**src/rtl/pipemdu_if.sv**
```systemverilog
// Bundle of signals between the EX stage and the multiply/divide sequencer.
// The master side is the pipeline; the slave side is the sequencer.
interface pipemdu_if #(
    parameter int WIDTH = 32
);
    logic             start;
    logic [1:0]       op;
    logic [WIDTH-1:0] ea;
    logic [WIDTH-1:0] eb;
    logic             whi;
    logic             wlo;
    logic             kill;
    logic             stall;
    logic             done;
    logic             dz;
    logic [WIDTH-1:0] hi;
    logic [WIDTH-1:0] lo;

    modport master (
        output start, op, ea, eb, whi, wlo, kill,
        input  stall, done, dz, hi, lo
    );

    modport slave (
        input  start, op, ea, eb, whi, wlo, kill,
        output stall, done, dz, hi, lo
    );
endinterface

```
**src/rtl/pipemdu.sv**
```systemverilog
// Iterative multiply/divide sequencer beside the EX-stage ALU; owns HI/LO.
// MULT/MULTU use shift-add, DIV/DIVU use restoring division, WIDTH iterations
// each, with sign correction applied once at the end on magnitudes.
//
//  state  | meaning
//  IDLE   | waiting for start; MTHI/MTLO writes allowed
//  CALC   | one iteration per clock, WIDTH clocks total
//  FIX    | sign correction, HI/LO written at the exit edge
//  DONE   | one-cycle release window; start ignored, MTHI/MTLO allowed
module pipemdu #(
    parameter int WIDTH = 32
) (
    input  logic     clock,
    input  logic     resetn,
    pipemdu_if.slave bus
);
    localparam int CW = $clog2(WIDTH);

    typedef enum logic [1:0] {
        S_IDLE = 2'd0,
        S_CALC = 2'd1,
        S_FIX  = 2'd2,
        S_DONE = 2'd3
    } state_t;

    state_t             state;
    logic [CW-1:0]      count;
    logic [2*WIDTH-1:0] acc;       // product, or {remainder, quotient}
    logic [WIDTH-1:0]   mreg;      // multiplicand or divisor magnitude
    logic [WIDTH-1:0]   ea_raw;    // dividend as issued, for divide-by-zero HI
    logic               is_div;
    logic               sa;        // signed op and ea negative
    logic               sb;        // signed op and eb negative
    logic               bzero;
    logic               done_r;
    logic               dz_r;
    logic [WIDTH-1:0]   hi_r;
    logic [WIDTH-1:0]   lo_r;

    logic               sgn_op;
    logic [WIDTH-1:0]   mag_a;
    logic [WIDTH-1:0]   mag_b;
    logic [WIDTH:0]     mul_sum;
    logic [2*WIDTH-1:0] mul_next;
    logic [WIDTH:0]     div_shift;
    logic [WIDTH:0]     div_trial;
    logic [2*WIDTH-1:0] div_next;
    logic [2*WIDTH-1:0] prod_fix;
    logic [WIDTH-1:0]   quo_fix;
    logic [WIDTH-1:0]   rem_fix;

    // Operand magnitudes at accept time; unsigned ops pass straight through.
    always_comb begin
        sgn_op = ~bus.op[0];
        mag_a  = (sgn_op && bus.ea[WIDTH-1]) ? -bus.ea : bus.ea;
        mag_b  = (sgn_op && bus.eb[WIDTH-1]) ? -bus.eb : bus.eb;
    end

    // Next iteration of both datapaths plus the final sign-corrected results.
    always_comb begin
        mul_sum   = {1'b0, acc[2*WIDTH-1:WIDTH]} + (acc[0] ? {1'b0, mreg} : '0);
        mul_next  = {mul_sum, acc[WIDTH-1:1]};

        // Trial subtract is one bit wider so the borrow lands in the top bit.
        div_shift = {acc[2*WIDTH-1:WIDTH], acc[WIDTH-1]};
        div_trial = div_shift - {1'b0, mreg};
        if (!div_trial[WIDTH])
            div_next = {div_trial[WIDTH-1:0], acc[WIDTH-2:0], 1'b1};
        else
            div_next = {div_shift[WIDTH-1:0], acc[WIDTH-2:0], 1'b0};

        prod_fix = (sa ^ sb) ? -acc : acc;
        quo_fix  = (sa ^ sb) ? -acc[WIDTH-1:0] : acc[WIDTH-1:0];
        rem_fix  = sa ? -acc[2*WIDTH-1:WIDTH] : acc[2*WIDTH-1:WIDTH];
    end

    // Sequencer FSM with datapath registers and HI/LO ownership.
    always_ff @(posedge clock) begin
        if (!resetn) begin
            state  <= S_IDLE;
            count  <= '0;
            acc    <= '0;
            mreg   <= '0;
            ea_raw <= '0;
            is_div <= 1'b0;
            sa     <= 1'b0;
            sb     <= 1'b0;
            bzero  <= 1'b0;
            done_r <= 1'b0;
            dz_r   <= 1'b0;
            hi_r   <= '0;
            lo_r   <= '0;
        end else begin
            done_r <= 1'b0;
            dz_r   <= 1'b0;
            if (bus.kill) begin
                // A flushed instruction never writes HI/LO.
                state <= S_IDLE;
            end else begin
                case (state)
                    S_IDLE: begin
                        if (bus.start) begin
                            is_div <= bus.op[1];
                            sa     <= sgn_op & bus.ea[WIDTH-1];
                            sb     <= sgn_op & bus.eb[WIDTH-1];
                            bzero  <= (bus.eb == '0);
                            ea_raw <= bus.ea;
                            count  <= '0;
                            if (bus.op[1]) begin
                                acc  <= {{WIDTH{1'b0}}, mag_a};
                                mreg <= mag_b;
                            end else begin
                                acc  <= {{WIDTH{1'b0}}, mag_b};
                                mreg <= mag_a;
                            end
                            state <= S_CALC;
                        end else begin
                            if (bus.whi) hi_r <= bus.ea;
                            if (bus.wlo) lo_r <= bus.ea;
                        end
                    end
                    S_CALC: begin
                        acc   <= is_div ? div_next : mul_next;
                        count <= count + CW'(1);
                        if (count == CW'(WIDTH - 1))
                            state <= S_FIX;
                    end
                    S_FIX: begin
                        if (is_div && bzero) begin
                            hi_r <= ea_raw;
                            lo_r <= '1;
                            dz_r <= 1'b1;
                        end else if (is_div) begin
                            hi_r <= rem_fix;
                            lo_r <= quo_fix;
                        end else begin
                            hi_r <= prod_fix[2*WIDTH-1:WIDTH];
                            lo_r <= prod_fix[WIDTH-1:0];
                        end
                        done_r <= 1'b1;
                        state  <= S_DONE;
                    end
                    S_DONE: begin
                        // start here is still the finished instruction; ignore it.
                        if (bus.whi) hi_r <= bus.ea;
                        if (bus.wlo) lo_r <= bus.ea;
                        state <= S_IDLE;
                    end
                    default: state <= S_IDLE;
                endcase
            end
        end
    end

    assign bus.stall = ~bus.kill & (((state == S_IDLE) & bus.start) |
                                    (state == S_CALC) | (state == S_FIX));
    assign bus.done  = done_r;
    assign bus.dz    = dz_r;
    assign bus.hi    = hi_r;
    assign bus.lo    = lo_r;
endmodule

```
**src/flat_wrapper.sv**
```systemverilog
// flat-port wrapper written by rule: the top's interface ports become plain ports
module pipemdu_flat 
#(
    parameter int WIDTH = 32
)
  (clock, resetn, bus_start, bus_op, bus_ea, bus_eb, bus_whi, bus_wlo, bus_kill, bus_stall, bus_done, bus_dz, bus_hi, bus_lo);
  pipemdu_if #(.WIDTH(WIDTH)) bus_i ();
  input  logic clock;
  input  logic resetn;
  input wire logic [$bits(bus_i.start)-1:0] bus_start;
  input wire logic [$bits(bus_i.op)-1:0] bus_op;
  input wire logic [$bits(bus_i.ea)-1:0] bus_ea;
  input wire logic [$bits(bus_i.eb)-1:0] bus_eb;
  input wire logic [$bits(bus_i.whi)-1:0] bus_whi;
  input wire logic [$bits(bus_i.wlo)-1:0] bus_wlo;
  input wire logic [$bits(bus_i.kill)-1:0] bus_kill;
  output wire logic [$bits(bus_i.stall)-1:0] bus_stall;
  output wire logic [$bits(bus_i.done)-1:0] bus_done;
  output wire logic [$bits(bus_i.dz)-1:0] bus_dz;
  output wire logic [$bits(bus_i.hi)-1:0] bus_hi;
  output wire logic [$bits(bus_i.lo)-1:0] bus_lo;
  assign bus_i.start = bus_start;
  assign bus_i.op = bus_op;
  assign bus_i.ea = bus_ea;
  assign bus_i.eb = bus_eb;
  assign bus_i.whi = bus_whi;
  assign bus_i.wlo = bus_wlo;
  assign bus_i.kill = bus_kill;
  assign bus_stall = bus_i.stall;
  assign bus_done = bus_i.done;
  assign bus_dz = bus_i.dz;
  assign bus_hi = bus_i.hi;
  assign bus_lo = bus_i.lo;
  pipemdu #(.WIDTH(WIDTH)) u_core (.clock(clock), .resetn(resetn), .bus(bus_i));
endmodule
```
**config.mk**
```make
export PLATFORM = sky130hd
export DESIGN_NAME = pipemdu_flat
export DESIGN_NICKNAME = d
export VERILOG_FILES = /design/src/rtl/pipemdu_if.sv /design/src/rtl/pipemdu.sv /design/src/flat_wrapper.sv
export SDC_FILE = /design/constraint.sdc
export NUM_CORES = 1
export LEC_CHECK = 0
export ABC_CLOCK_PERIOD_IN_PS = 3800
export BUFFER_PORTS_ARGS = -buffer_cell sky130_fd_sc_hd__clkbuf_2
export CORE_UTILIZATION = 50
export CTS_CLUSTER_DIAMETER = 50
export DETAILED_ROUTE_END_ITERATION = 10
export PLACE_DENSITY = 0.69
export SYNTH_ARGS = -nofsm -noshare
export SYNTH_HDL_FRONTEND = slang
export SYNTH_SLANG_ARGS = --single-unit
```
**constraint.sdc**
```tcl
create_clock -name clock -period 3.8 [get_ports clock]
set_input_delay 0.76 -clock clock [delete_from_list [all_inputs] [get_ports clock]]
set_output_delay 0.76 -clock clock [all_outputs]
set_load 0.01 [all_outputs]
```
==> metrics.md <==
| Metric | Value |
|---|---|
| Status | `finished clean` |
| Skew-Pair Late Insertion Delay | `around 600 ps` |
| Lkg Pwr | `7.774 nW` |
| Count leader, synth | `nand2_1` |
| Register Area | `a little over 4000 sq um` |
| Via density per instance | `6.407` |
| R2R cell count | `13` |
| Synth warn | `0` |
| Starting Density | `0.5076` |
| Fraction of layout cells with a size suffix above 1 | `0.1437` |
| Post-synth cell types | `81` |
| Asr flop ratio synth | `0` |
| Gate Count Post-Synth | `around 2300` |
| Initial antenna violation count | `0` |
| Total negative setup slack | `0 ps` |
| Max_cap viols | `0` |
| Antenna-violating nets left | `0` |
| Slew Limit Headroom | `0.2982` |
| Setup crit end kind | `register` |
| Fin crit period | `3599 ps` |
| Vias in the first global route | `between 15000 and 20000` |
| Final Hold Vio Count | `0` |
| Post-synth EDFFs | `0` |
| Largest net degree at the start of global routing | `75` |
| HP Class | `register to register` |
| Pre-Repair DR Iteration Count | `6` |
| Final setup fails | `0` |
| Total track usage | `0.3763` |
| Critical path type | `register to register` |
| # diodes | `0` |
| IO Port Bufs | `roughly 140` |
| Die Area | `33680 sq um` |
| HP Start | `u_core.ea_raw[14]` |
| Vias | `18220` |
| Final Net Count | `2524` |
| Post-CTS Setup Bufs | `0` |
| Commonest cells post-synth | `nand2_1, a21oi_1, nor2_1` |
| CP Max Fanout | `8` |
| CP required | `4330 ps` |
| First-pass GRT wire length | `97.71 mm` |
| H-tree level count | `1` |
| Clock Sinks | `between 200 and 250` |
| Multi-input combinational cell area | `around 11000 sq um` |
| Clock root cell | `clkbuf_16` |
| I/O pin count | `139` |
| R2R Path Start | `u_core.acc[0]` |
| #FFs+latches synth | `approximately 210` |
| Synth top area share | `0.2491` |
| Worst Setup SP | `u_core.acc[0]` |
| Post-synth top flop | `dfxtp_1` |
| Startpoint types | `register` |
| Core area | `32450 sq um` |
| Die Y | `around 180 um` |
| Fmax | `0.2779 GHz` |
| Period utilization | `0.9471` |
| Register area share after synthesis | `0.2491` |
| Gpl congestion | `1.012` |
| Yosys top cell by area | `dfxtp_1` |
| Inst Count DP | `2786` |
| Final Max Slew Viols | `0` |
| Mapped Area | `16470 sq um` |
| Hold Crit Depth | `2` |
| Post-route cell area | `19050 sq um` |
| RSZ-0062 raised after global routing | `no` |
| Syn nets | `about 2400` |
| Post-layout util | `0.5869` |
| Slew at the pin with the worst max-slew slack | `approximately 1100 ps` |
| Avg Cell Area, Syn | `7.290 sq um` |
| Total wire length | `64.72 mm` |
| Worst Skew | `34.52 ps` |
| Die width | `183.5 um` |
| CP arrival | `4130 ps` |
| VDD IR-drop max | `0.0003080 V` |
| Layout overhead on the synthesized area | `15.61%` |
| 1st-iter DRT viols | `1924` |
| TritonCTS clock tree | `done` |
| Clk slew on worst S/H paths | `60 ps` |
| Layout Cells excl Fill | `approximately 2800` |
| Clock Tree Buf Depth | `3` |
| Row cnt | `66` |
| Grt ovf | `0` |
| Drt drc | `0` |
| Placed cell areas | `18000 sq um` |
| Final routed wire length divided by cell count | `22.76 um` |
| Hpwl dp | `48.88 mm` |
| Top cells by area, synth | `dfxtp_1, a21oi_1, nand2_1` |
| # fillers | `3046` |
| Pwr dens | `358.2 nW/um^2` |
| CTS buffer count | `31` |
-- final cells by class --
class                           count  area share
Multi-Input combinational cell   1804      0.6018
Sequential cell                   205      0.2155
Timing Repair Buffer              250     0.08238
Clock buffer                       38     0.04316
Tap cell                          442     0.02904
Inverter                           85     0.01688
Clock inverter                     19     0.01123
-- worst max-delay path, stage by stage (launching register included) --
cell and delay (ps):
dfxtp_1 310, inv_1 300, buf_4 240, nor2_1 60, ha_1 370, a21o_1 200, a21oi_1 190, nand4b_1 170
o211ai_1 350, a21oi_1 120, a311oi_1 360, mux2_2 380, o21ai_0 250, and4_1 220
-- cell families after synthesis --
| group | after synthesis | share of synthesized area |
|---|---|---|
| AND/OR/NAND/NOR | 734 | 0.2063 |
| adder cells (fa/ha/maj) | 75 | 0.05787 |
| flip-flops | 205 | 0.2491 |
| buffers and inverters | 251 | 0.05840 |
| XOR/XNOR | 166 | 0.08825 |
| AO/OA/AOI/OAI | 764 | 0.2997 |
| multiplexers | 65 | 0.04040 |
-- state kept, by name, indices dropped and copies added (netlist names) --
signal,count
u_core.bus.hi,32
u_core.bus.dz,1
u_core.bus.done,1
u_core.acc,64
u_core.bzero,1
u_core.ea_raw,32
u_core.mreg,32
u_core.sb,1
u_core.is_div,1
u_core.sa,1
u_core.bus.lo,32
u_core.count,5
u_core.state,2
-- per-stage QoR --
| step | setup slack (ps) | hold WS, ps | power (mW) |
|---|---|---|---|
| 3_3_place_gp | 185.1 | 436.8 | 3.890 |
| 4_1_cts | 117.7 | 449.8 | 6.786 |
| 5_1_grt | 10.96 | 471.5 | 7.033 |
| 6_report | 201.0 | 451.4 | 6.822 |
| 2_1_floorplan | 385.9 | 431.9 | 3.335 |
| 3_5_place_dp | 25.14 | 442.1 | 3.903 |
-- report_power, final --
group	leakage, nW	total (mW)	switching (mW)	internal, mW
combinational	5.59	1.57	1.01	0.564
clock	0.511	2.91	1.20	1.71
sequential	1.67	2.35	0.0904	2.26
-- layer usage --
metal	part of all wire	GRT usage
met1	0.41	0.5022
met2	0.43	0.5806
met3	0.096	0.06795
met4	0.057	0.1877
met5	0	0
-- worst paths after layout --
path                            end  slack [ps]
hold / removal    u_core.ea_raw[14]         450
setup / recovery     u_core.acc[61]         200
hold reg to reg   u_core.ea_raw[14]         450
setup reg to reg     u_core.acc[61]         200
-- cell usage in the layout (no fill, tap or decap), types with 22 or more instances in the layout --
cell / count
clkbuf_2: 138
a31oi_1: 22
o21ai_0: 135
xnor2_1: 80
a21o_1: 37
mux2i_1: 53
ha_1: 72
o211ai_1: 55
clkbuf_16: 31
nor3_1: 52
a211oi_1: 57
xor2_1: 84
dfxtp_1: 204
or3_1: 25
buf_4: 109
nand2_1: 270
nand3_1: 30
inv_1: 81
a21oi_1: 248
o221ai_1: 39
nor2_1: 213
-- repair_timing --
action	in CTS	in global routing
pin swaps	0	0
gates resized for setup	1	1
setup endpoints to repair	1	20
hold buffers	0	0
Power figures use the tool's default switching activity.
